===== src/rtl/bus_share_mux.sv =====
// bus_share_mux: funnels N arbitrated clients onto one shared request/response bus.
// Ports: ipClk/Reset; ipGrant/opRequest arbiter link; ipClient*/opClient* per-client side;
//   opBus*/ipBusReady request channel; ipBusReadValid/ipBusReadData read response.
module bus_share_mux #(
  parameter int N       = 4,
  parameter int AW      = 16,
  parameter int DW      = 32,
  parameter int TIMEOUT = 255
) (
  input  logic            ipClk,
  input  logic            Reset,
  input  logic [N-1:0]    ipGrant,
  output logic [N-1:0]    opRequest,
  input  logic [N-1:0]    ipClientValid,
  input  logic [N-1:0]    ipClientWrite,
  input  logic [N*AW-1:0] ipClientAddress,
  input  logic [N*DW-1:0] ipClientWriteData,
  output logic [N-1:0]    opClientDone,
  output logic            opClientError,
  output logic [DW-1:0]   opClientReadData,
  output logic            opBusValid,
  output logic            opBusWrite,
  output logic [AW-1:0]   opBusAddress,
  output logic [DW-1:0]   opBusWriteData,
  input  logic            ipBusReady,
  input  logic            ipBusReadValid,
  input  logic [DW-1:0]   ipBusReadData
);

  localparam int IW = (N > 1) ? $clog2(N) : 1;
  localparam int CW = 16;

  typedef enum logic [2:0] {
    S_IDLE, S_ISSUE, S_WAIT, S_DONE, S_RELEASE
  } state_t;

  state_t          state_q, state_d;
  logic [IW-1:0]   idx_q, idx_d;
  logic            busValid_q, busValid_d;
  logic            busWrite_q, busWrite_d;
  logic [AW-1:0]   busAddr_q, busAddr_d;
  logic [DW-1:0]   busData_q, busData_d;
  logic [CW-1:0]   cnt_q, cnt_d;
  logic [N-1:0]    done_q, done_d;
  logic            err_q, err_d;
  logic [DW-1:0]   rdata_q, rdata_d;

  logic [IW-1:0]   gidx;
  logic            gok;
  logic [N-1:0]    mask;
  logic [N-1:0]    idxHot;

  always_comb begin
    gidx = '0;
    for (int i = 0; i < N; i++)
      if (ipGrant[i]) gidx = IW'(i);
  end

  // Only a clean one-hot grant to a client that actually wants the bus counts.
  assign gok = $onehot(ipGrant) && |(ipGrant & ipClientValid);

  assign idxHot = N'(1) << idx_q;

  // Hiding the owner's request while finishing lets the arbiter rotate.
  assign mask = (state_q == S_DONE || state_q == S_RELEASE) ? idxHot : '0;
  assign opRequest = ipClientValid & ~mask;

  always_comb begin
    state_d    = state_q;
    idx_d      = idx_q;
    busValid_d = busValid_q;
    busWrite_d = busWrite_q;
    busAddr_d  = busAddr_q;
    busData_d  = busData_q;
    cnt_d      = cnt_q;
    done_d     = '0;
    err_d      = err_q;
    rdata_d    = rdata_q;
    unique case (state_q)
      S_IDLE: begin
        if (gok) begin
          state_d    = S_ISSUE;
          idx_d      = gidx;
          busValid_d = 1'b1;
          busWrite_d = ipClientWrite[gidx];
          busAddr_d  = ipClientAddress[gidx*AW +: AW];
          busData_d  = ipClientWriteData[gidx*DW +: DW];
        end
      end
      S_ISSUE: begin
        if (ipBusReady) begin
          busValid_d = 1'b0;
          busWrite_d = 1'b0;
          busAddr_d  = '0;
          busData_d  = '0;
          cnt_d      = '0;
          if (busWrite_q) begin
            state_d = S_DONE;
            done_d  = idxHot;
          end else begin
            state_d = S_WAIT;
          end
        end
      end
      S_WAIT: begin
        // Read data beats the timeout when both land together.
        if (ipBusReadValid) begin
          rdata_d = ipBusReadData;
          err_d   = 1'b0;
          state_d = S_DONE;
          done_d  = idxHot;
        end else if (cnt_q == CW'(TIMEOUT - 1)) begin
          rdata_d = '0;
          err_d   = 1'b1;
          state_d = S_DONE;
          done_d  = idxHot;
        end else begin
          cnt_d = cnt_q + 1'b1;
        end
      end
      S_DONE: begin
        state_d = S_RELEASE;
      end
      S_RELEASE: begin
        if (!ipGrant[idx_q]) state_d = S_IDLE;
      end
      default: state_d = S_IDLE;
    endcase
  end

  always_ff @(posedge ipClk) begin
    if (Reset) begin
      state_q    <= S_IDLE;
      idx_q      <= '0;
      busValid_q <= 1'b0;
      busWrite_q <= 1'b0;
      busAddr_q  <= '0;
      busData_q  <= '0;
      cnt_q      <= '0;
      done_q     <= '0;
      err_q      <= 1'b0;
      rdata_q    <= '0;
    end else begin
      state_q    <= state_d;
      idx_q      <= idx_d;
      busValid_q <= busValid_d;
      busWrite_q <= busWrite_d;
      busAddr_q  <= busAddr_d;
      busData_q  <= busData_d;
      cnt_q      <= cnt_d;
      done_q     <= done_d;
      err_q      <= err_d;
      rdata_q    <= rdata_d;
    end
  end

  assign opBusValid       = busValid_q;
  assign opBusWrite       = busWrite_q;
  assign opBusAddress     = busAddr_q;
  assign opBusWriteData   = busData_q;
  assign opClientDone     = done_q;
  assign opClientError    = err_q;
  assign opClientReadData = rdata_q;

endmodule


===== config.mk =====
export PLATFORM = sky130hd
export DESIGN_NAME = bus_share_mux
export DESIGN_NICKNAME = d
export VERILOG_FILES = /design/src/rtl/bus_share_mux.sv
export SDC_FILE = /design/constraint.sdc
export NUM_CORES = 1
export LEC_CHECK = 0
export BUFFER_PORTS_ARGS = -buffer_cell sky130_fd_sc_hd__buf_2
export CAP_MARGIN = 10
export CORE_AREA = 2 2 130 132
export CTS_CLUSTER_SIZE = 25
export DETAILED_ROUTE_END_ITERATION = 12
export DIE_AREA = 0 0 132 134
export PLACE_DENSITY = 0.75
export SKIP_CTS_REPAIR_TIMING = 1
export SYNTH_ARGS = -nofsm -noshare
export SYNTH_HDL_FRONTEND = slang
export SYNTH_SLANG_ARGS = --single-unit

===== constraint.sdc =====
create_clock -name ipClk -period 4.7 [get_ports ipClk]
set_input_delay 0.47 -clock ipClk [delete_from_list [all_inputs] [get_ports ipClk]]
set_output_delay 0.47 -clock ipClk [all_outputs]
set_load 0.03 [all_outputs]

* Word-level counts from Yosys, hierarchy flattened
Index checks and enable logic that the tools add are counted.
** Storage, ports and cells
- Flip-flop bits (word level) :: 108
- Input bits :: 240
- Output and inout bits :: 91
- Logic and storage cells :: 84
** Operators by class
- Add/sub/neg operators :: 4
- $lt $le $gt $ge :: 2
- Eq/ne operators :: 12
- Shifts and indexed selects :: 3
- Mux-type cells :: 38
- Bitwise logic cells :: 3
- Reduce and logical (&&, ||, !) cells :: 12
** Operators by type and width (number)
- 32-bit 2-to-1 mux :: 4
- 128-bit by 8-bit variable part select with 32-bit output :: 1
- 16-bit 2-to-1 mux :: 4
- 16-bit case mux with 2 select lines :: 2
- 32-bit case mux with 2 select lines :: 1
- 64-bit by 7-bit variable part select with 16-bit output :: 1
- 4-bit 2-to-1 mux :: 5
- 16-bit by 1-bit adder with 16-bit output (second input constant) :: 1
- 16-bit by 8-bit == test with 1-bit output (second input constant) :: 1
- 3-bit 2-to-1 mux :: 5
- 3-bit case mux with 5 select lines :: 1
- 2-bit inequality test (second input constant) :: 5
- 1-bit 2-to-1 mux :: 9
- 4-bit AND :: 2
- 4-bit case mux with 2 select lines :: 1
- 4-bit AND reduction :: 2
- 3-bit by 1-bit == test with 1-bit output (second input constant) :: 2
- 3-bit by 2-bit == test with 1-bit output (second input constant) :: 2
- 2-bit by 3-bit < comparator with 1-bit output (second input constant) :: 2
- 2-bit nonzero test :: 3
- 1-bit by 1-bit adder with 2-bit output :: 2
- 1-bit binary-select mux with 2-bit select :: 2
- 2-bit 2-to-1 mux :: 2
- 4-bit inverter :: 1
- other kinds (11) :: 13

* Longest topological paths before layout
Gate-level depths: netlist of the first run.
- Word-level depth :: 7
- Depth in mapped cells :: 12
- Gate-level depth less buffers :: 9

* Least setup slack after synthesis of the first run
No wires, ideal clock.
- Kind :: input port to flip-flop
- Start :: input port ipGrant[1]
- End :: register busAddr_q[12], in the netlist opBusAddress[12]
- Library setup time :: 0.074 ns
- Data arrival time :: 3.329 ns
- Required time :: 4.626 ns
- Setup slack :: 1.296 ns
- Stages :: 11
- Cells stage by stage :: clkbuf_1 -> inv_1 -> fa_1 -> inv_1 -> ha_1 -> ha_1 -> or4b_4 -> a2111oi_4 -> buf_2 -> o2111ai_1 -> a31oi_1
** Between the ends
- Cells in the longest elaborated chain, start to end :: 6
- Elaborated cells on any way between the ends :: 14
- Those cells by class :: add/sub: 2; eq/ne: 2; shift: 1; mux: 5; bitwise: 1; reduce/logical: 3
** RTL lines
- start, declared :: RTL line 12 : input logic [N-1:0] ipGrant,
- 1-bit 2-to-1 mux / 1-bit by 1-bit adder with 2-bit output (equally long branches) :: RTL line 56, 60
- 2-bit 2-to-1 mux / 2-bit by 2-bit adder with 3-bit output (equally long branches) :: RTL line 56, 60
- 2-bit 2-to-1 mux / 3-bit by 1-bit == test with 1-bit output (equally long branches) :: RTL line 56, 60
- 64-bit by 7-bit variable part select with 16-bit output / 1-bit logical AND (equally long branches) :: RTL line 86, 60
- 16-bit 2-to-1 mux / 2-bit inequality test (equally long branches)
- 16-bit case mux with 2 select lines / 3-bit AND reduction (equally long branches)
- end signal, assigned :: RTL line 148 : busAddr_q <= busAddr_d;
- end, declared :: RTL line 41 : logic [AW-1:0] busAddr_q, busAddr_d;
Several ways; a longest one is shown, not always the timed one. The select of a mux whose other input is x is not followed.
A chain may end at the register's enable or synchronous reset.

* Worst setup path in the final report of the first run
- Start :: input port ipGrant[0]
- End :: register busAddr_q[6], in the netlist opBusAddress[6]
** Between the ends
- Cells in the longest elaborated chain, start to end :: 6
- Elaborated cells on any way between the ends :: 8
- Those cells by class :: add/sub: 2; eq/ne: 2; bitwise: 1; reduce/logical: 3
** RTL lines
- 1-bit by 1-bit adder with 2-bit output (not written as such) :: RTL line 60 : assign gok = $onehot(ipGrant) && |(ipGrant & ipClientValid);
- 2-bit by 2-bit adder with 3-bit output (not written as such) :: RTL line 60
- 3-bit by 1-bit == test with 1-bit output :: RTL line 60
- 1-bit logical AND (*) :: RTL line 60
- 2-bit inequality test (no source line) (*)
- 3-bit AND reduction (no source line) (*)
Every way passes the cells marked *; elsewhere a longest branch is shown, timed or not.

==> impl_metrics.csv, run 1 <==
group,metric,value,unit
detailed_routing,avgRoutedWirePerCell,17.7,microns
place,dpl.hpwl,15.0,mm
pwr,p_leak,0.00341,uW
die,core-area,16300,sq um
grt,grt_pass1_wl,32.7,mm
critical_path,arrival,3.33,ns
grt,grt_pass1_vias,6185,
synthesis,yosysWarnings,0,
synthesis,syn_nets,907,
detailed_routing,drc_errors,0,
synthesis,synth_cell_types,57,
synthesis,synth_cells,662,
sta,slew_headroom,34.4,%
critical_path,criticalPathCategory,"in -> reg",
sta,fin_skew,0.0101,ns
worst_hold_path,min_delay_path_depth,2,
critical_path,reg2reg_to,"cnt_q[1]",
synthesis,ys.flop_type,"dfxtp_1",
place,port_buffers,330,
sta,fin_crit_sh,65.0,%
layout,final_area,7860,sq um
sta,maxSlewViolCount,0,
critical_path,critPathLaunch,"ipGrant[0]",
clock_tree,cts_tree,"done",
die,die_area,17700,sq um
layout,nets,1190,
detailed_routing,vias_per_cell,5.55,
layout,mostFrequentLayoutCells,"buf_2, dfxtp_1, nand3_1",
grt,antenna_found_initial,1,
synthesis,synthArstFlopShare,0,%
sta,hold_viol,0,
synthesis,synth-edff-count,0,
critical_path,r2r_slack,1.98,ns
synthesis,synth_area_leaders,"dfxtp_1, a22o_1, o2111ai_1, o221ai_1, nand3_1",
clock_tree,path_clk_slew,0.08,ns
synthesis,seq_area_frac_synth,37.5,%
detailed_routing,ant_nets,0,
pwr,peakVddDrop,0.000190,V
place,place_area,7550,sq um
sta,worst_pin_slew,0.976,ns
worst_hold_path,hp-start,"ipBusReadData[30]",
critical_path,endpoint_kind,"flip-flop",
detailed_routing,vias,6495,
sta,min_period,3.05,ns
synthesis,netlist_area,5770,sq um
synthesis,synth_top_area_share,37.5,%
clock_tree,cts.path.max_buffers,2,
detailed_routing,drtIter0Drc,358,
grt,grt_max_degree,71,
pwr,p_per_area,338,nW/um^2
detailed_routing,firstDrtPassIters,5,
synthesis,ys_seq_elements,108,
die,die_h,134,microns
clock_tree,clock-sinks,108,
sta,fmax,327,MHz
layout,syn_to_final_growth,36.1,%
die,rows,47,
layout,drive_gt1_share,39.6,%
synthesis,yosys.area.top_type,"dfxtp_1",
place,place_inst,1154,
grt,grt.total_usage,23.0,%
die,start_util,35.4,%
outcome,status,"complete, no violations",
critical_path,r2r-start,"cnt_q[0]",
critical_path,r2r_cells,6,
worst_hold_path,hold_class,"in -> reg",
die,die-width,132,microns
clock_tree,cts_root_buf,"clkbuf_16",
pwr,fin_total_pwr,2660,uW
place,place.gp.congestion,0.891,
detailed_routing,drt_wl_total,20.8,mm
sta,setup_tns,0,ns
critical_path,path_max_fanout,26,
synthesis,avgSynthCellArea,8.72,sq um
die,io-pin-count,331,
clock_tree,insertion_delay,0.36,ns
flow_run,maxCapViolations,0,
clock_tree,cts_htree_levels,3,
worst_hold_path,min_to,"opClientReadData[30]",
layout,stdcell_count,1171,
grt,gr-total-overflow,0,
sta,rsz0062_at_grt,"false",
clock_tree,numCtsBuffers,9,
critical_path,cp.required,4.98,ns
sta,setup_viol,0,
layout,final_common_cell,"buf_2",
critical_path,startpoint_type,"primary input",
## cells in the mapped netlist (11+ instances only)
cell type  instances
nand3_1           55
dfxtp_1          108
a211oi_1          24
and2_1            17
inv_1             13
o2111ai_1         33
nor2b_1           19
o221ai_1          33
a22o_1            34
a21oi_1           29
nand2b_1          37
buf_2             11
a31oi_1           36
nand2_1           18
nor2_1            14
clkbuf_1          56
mux2i_1           23
o21ai_0           20
## cell type report
type                            instances  area [sq um]
Fill cell                            1609          8430
Multi-Input combinational cell        468          3310
Sequential cell                       108          2160
Timing Repair Buffer                  344          1760
Tap cell                              220           275
Clock buffer                            9           225
Clock inverter                          7          76.3
Inverter                               14          52.6
Antenna cell                            1          2.50
## cell families after synthesis
group / count (synthesis) / share of synthesized area [%]
fa+ha+maj: 5 / 1.21
buf+inv: 86 / 5.83
mux: 26 / 4.77
flops: 108 / 37.5
simple gates: 199 / 19.8
compound gates: 238 / 30.9
## worst max-delay path, cell delays in order
cell and delay [ns]:
buf_2 0.12, inv_1 0.06, fa_1 0.52, inv_1 0.04, ha_1 0.17, ha_1 0.29, or4b_4 0.54, a2111oi_4 0.35
buf_4 0.36, o2111ai_1 0.18, a31oi_1 0.21
## metrics by stage
step,hold WS (ns),setup WS (ns),utilization (%)
after global placement,0.448,1.40,46.4
after detailed placement,0.452,1.29,46.4
after global routing,0.304,1.49,48.2
after floorplan,0.442,1.30,-
final,0.319,1.65,48.2
after CTS,0.301,1.66,48.2
## layer usage
metal,part of all wire (%),track usage [%]
met5,0,0
met1,42,28.5
met4,3.3,10.1
met2,49,38.6
met3,6.5,5.03
## state kept, by name, summed over array words and instances (netlist names)
signal / flops
opClientDone: 4
cnt_q: 16
state_q: 3
idx_q: 2
opClientError: 1
opClientReadData: 32
opBusAddress: 16
opBusValid: 1
opBusWriteData: 32
opBusWrite: 1
## how the worst max path moves through the flow
stage / end / slack (ns) / cells after the start
CTS: opBusAddress[6] / 1.66 / 11
detailed placement: opBusAddress[6] / 1.29 / 11
global route: opBusWriteData[19] / 1.49 / 11
finish: opBusAddress[6] / 1.65 / 11
global placement: opBusAddress[6] / 1.40 / 11
floorplan: opBusAddress[12] / 1.30 / 11
## where the power goes
group          switching [uW]  leakage [uW]  internal (uW)
sequential               69.7      0.000874            995
combinational             531       0.00238            288
clock                     394      0.000150            382
total                     995       0.00341           1670
No activity file was read; power rests on OpenSTA's default activity.
==> inputs of run 2 (changes only) <==
- clock period: 4.7 -> 3.05 ns (I/O delays scaled with it)
==> impl_metrics.csv, run 2 (synthesis results as in run 1) <==
group,metric,value,unit
critical_path,endpoint_kind,"flip-flop",
outcome,status,"complete, no violations",
detailed_routing,vias_per_cell,5.54,
layout,nFillCells,1581,
layout,mostFrequentLayoutCells,"buf_2, dfxtp_1, nand3_1",
grt,grt_pass1_wl,32.9,mm
die,die_h,134,microns
layout,final_area,7950,sq um
detailed_routing,drc_errors,0,
place,place_ws,-0.0276,ns
detailed_routing,firstDrtPassIters,5,
layout,nets,1201,
die,die-width,132,microns
layout,postLayoutCoreUtil,48.8,%
sta,slew_headroom,43.9,%
sta,fin_skew,0.0104,ns
sta,fin_crit_sh,88.7,%
pwr,peakVddDrop,0.000304,V
clock_tree,cts_root_buf,"clkbuf_16",
clock_tree,cts_tree,"done",
place,dpl.hpwl,15.3,mm
pwr,seq_power_share,39.6,%
critical_path,startpoint_type,"primary input",
detailed_routing,ant_nets,0,
detailed_routing,vias,6541,
pwr,p_clk_share,29.4,%
die,core-area,16300,sq um
layout,final_common_cell,"buf_2",
pwr,p_leak,0.00347,uW
pwr,p_per_area,519,nW/um^2
critical_path,path_max_fanout,22,
sta,maxSlewViolCount,0,
pwr,fin_total_pwr,4130,uW
detailed_routing,avgRoutedWirePerCell,17.6,microns
die,start_util,35.4,%
clock_tree,insertion_delay,0.35,ns
clock_tree,path_clk_slew,0.08,ns
pwr,switching_share,37.4,%
die,io-pin-count,331,
grt,gr-total-overflow,0,
place,port_buffers,330,
critical_path,criticalPathCategory,"in -> reg",
critical_path,arrival,2.98,ns
layout,stdcell_count,1181,
grt,grt.total_usage,22.8,%
place,place_area,7640,sq um
clock_tree,numCtsBuffers,9,
critical_path,cp.required,3.33,ns
sta,rsz0062_at_grt,"false",
place,place_inst,1165,
sta,min_period,2.70,ns
sta,hold_viol,0,
sta,final.setup.worst_slack,0.346,ns
layout,syn_to_final_growth,37.7,%
flow_run,maxCapViolations,0,
die,rows,47,
grt,grt_max_degree,71,
critical_path,path_delay_family,"adder cells",
layout,drive_gt1_share,40.1,%
die,die_area,17700,sq um
critical_path,cp_cell_sequence,"buf_2 -> inv_1 -> fa_1 -> inv_1 -> ha_1 -> ha_1 -> or4b_4 -> a2111oi_4 -> buf_4 -> o2111ai_1 -> a31oi_1",
clock_tree,clock-sinks,108,
detailed_routing,drt_wl_total,20.8,mm
pwr,switchingPower,1540,uW
layout,antenna_cells,0,
place,place.gp.congestion,0.900,
grt,grt_pass1_vias,6308,
critical_path,slowest_stage,"or4b_4",
clock_tree,cts.path.max_buffers,2,
sta,worst_pin_slew,0.841,ns
grt,antenna_found_initial,0,
worst_hold_path,hold_class,"in -> reg",
clock_tree,cts_htree_levels,3,
sta,setup_viol,0,
pwr,p_comb_share,31.0,%
critical_path,critPathBufInv,4,
sta,fmax,370,MHz
pwr,power.internal,2580,uW
detailed_routing,drtIter0Drc,396,
critical_path,cp_slowest_stage_delay,0.54,ns
run 2: cell types whose count changed in the layout (fill, tap and decap cells not counted), sizes merged:
cell	previous run	this run
diode	1	0
inv	19	17
buf	344	355
clkinv	2	4
run 2: power groups by stage:
| stage | sequential (uW) | combinational (uW) | clock (uW) |
|---|---|---|---|
| 3_5_place_dp | 1670 | 1270 | 0 |
| 2_1_floorplan | 1840 | 629 | 0 |
| 5_1_grt | 1660 | 1390 | 1300 |
| 6_report | 1640 | 1280 | 1210 |
| 4_1_cts | 1630 | 1270 | 1250 |
| 3_3_place_gp | 1660 | 1260 | 0 |
run 2: layout make-up:
| cell class | instances | area (sq um) | share of cell area, % |
|---|---|---|---|
| inverter | 14 | 52.6 | 0.661 |
| clock inverter | 7 | 86.3 | 1.09 |
| clock buffer | 9 | 225 | 2.83 |
| timing repair buffer | 355 | 1850 | 23.3 |
| tap | 220 | 275 | 3.46 |
| sequential | 108 | 2160 | 27.2 |
| multi-input combinational | 468 | 3300 | 41.5 |
run 2: worst reg2reg max path, stage by stage, from the launching register on:
cell	delay [ns]
dfxtp_1	0.35
inv_1	0.09
ha_1	0.14
or4b_1	0.50
o41ai_2	0.61
a21oi_2	0.25
buf_4	0.29
a22o_1	0.27
run 2: per-stage QoR:
stage	hold slack [ns]	setup TNS, ns
floorplan	0.402	0
global placement	0.449	0
detailed placement	0.453	-0.119
CTS	0.138	0
global route	0.139	0
finish	0.153	0
run 2: worst paths after layout:
check                          from                   end  slack, ns  depth (start not counted)
hold reg to reg   opBusWriteData[0]     opBusWriteData[0]       0.46                          2
setup / recovery         ipGrant[0]       opBusAddress[9]       0.35                         11
setup reg to reg           cnt_q[0]  opClientReadData[23]       0.45                          7
hold / removal    ipBusReadData[12]  opClientReadData[12]       0.15                          2
run 2: routing by layer:
metal	up-vias	global-route usage (%)	part of all wire (%)	routed length, microns
met5	-	0	0	0
met4	0	7.67	2.7	562
met3	37	4.50	6.6	1380
met2	285	38.6	48	10000
met1	3057	29.2	43	8860
li1	3162	-	-	-
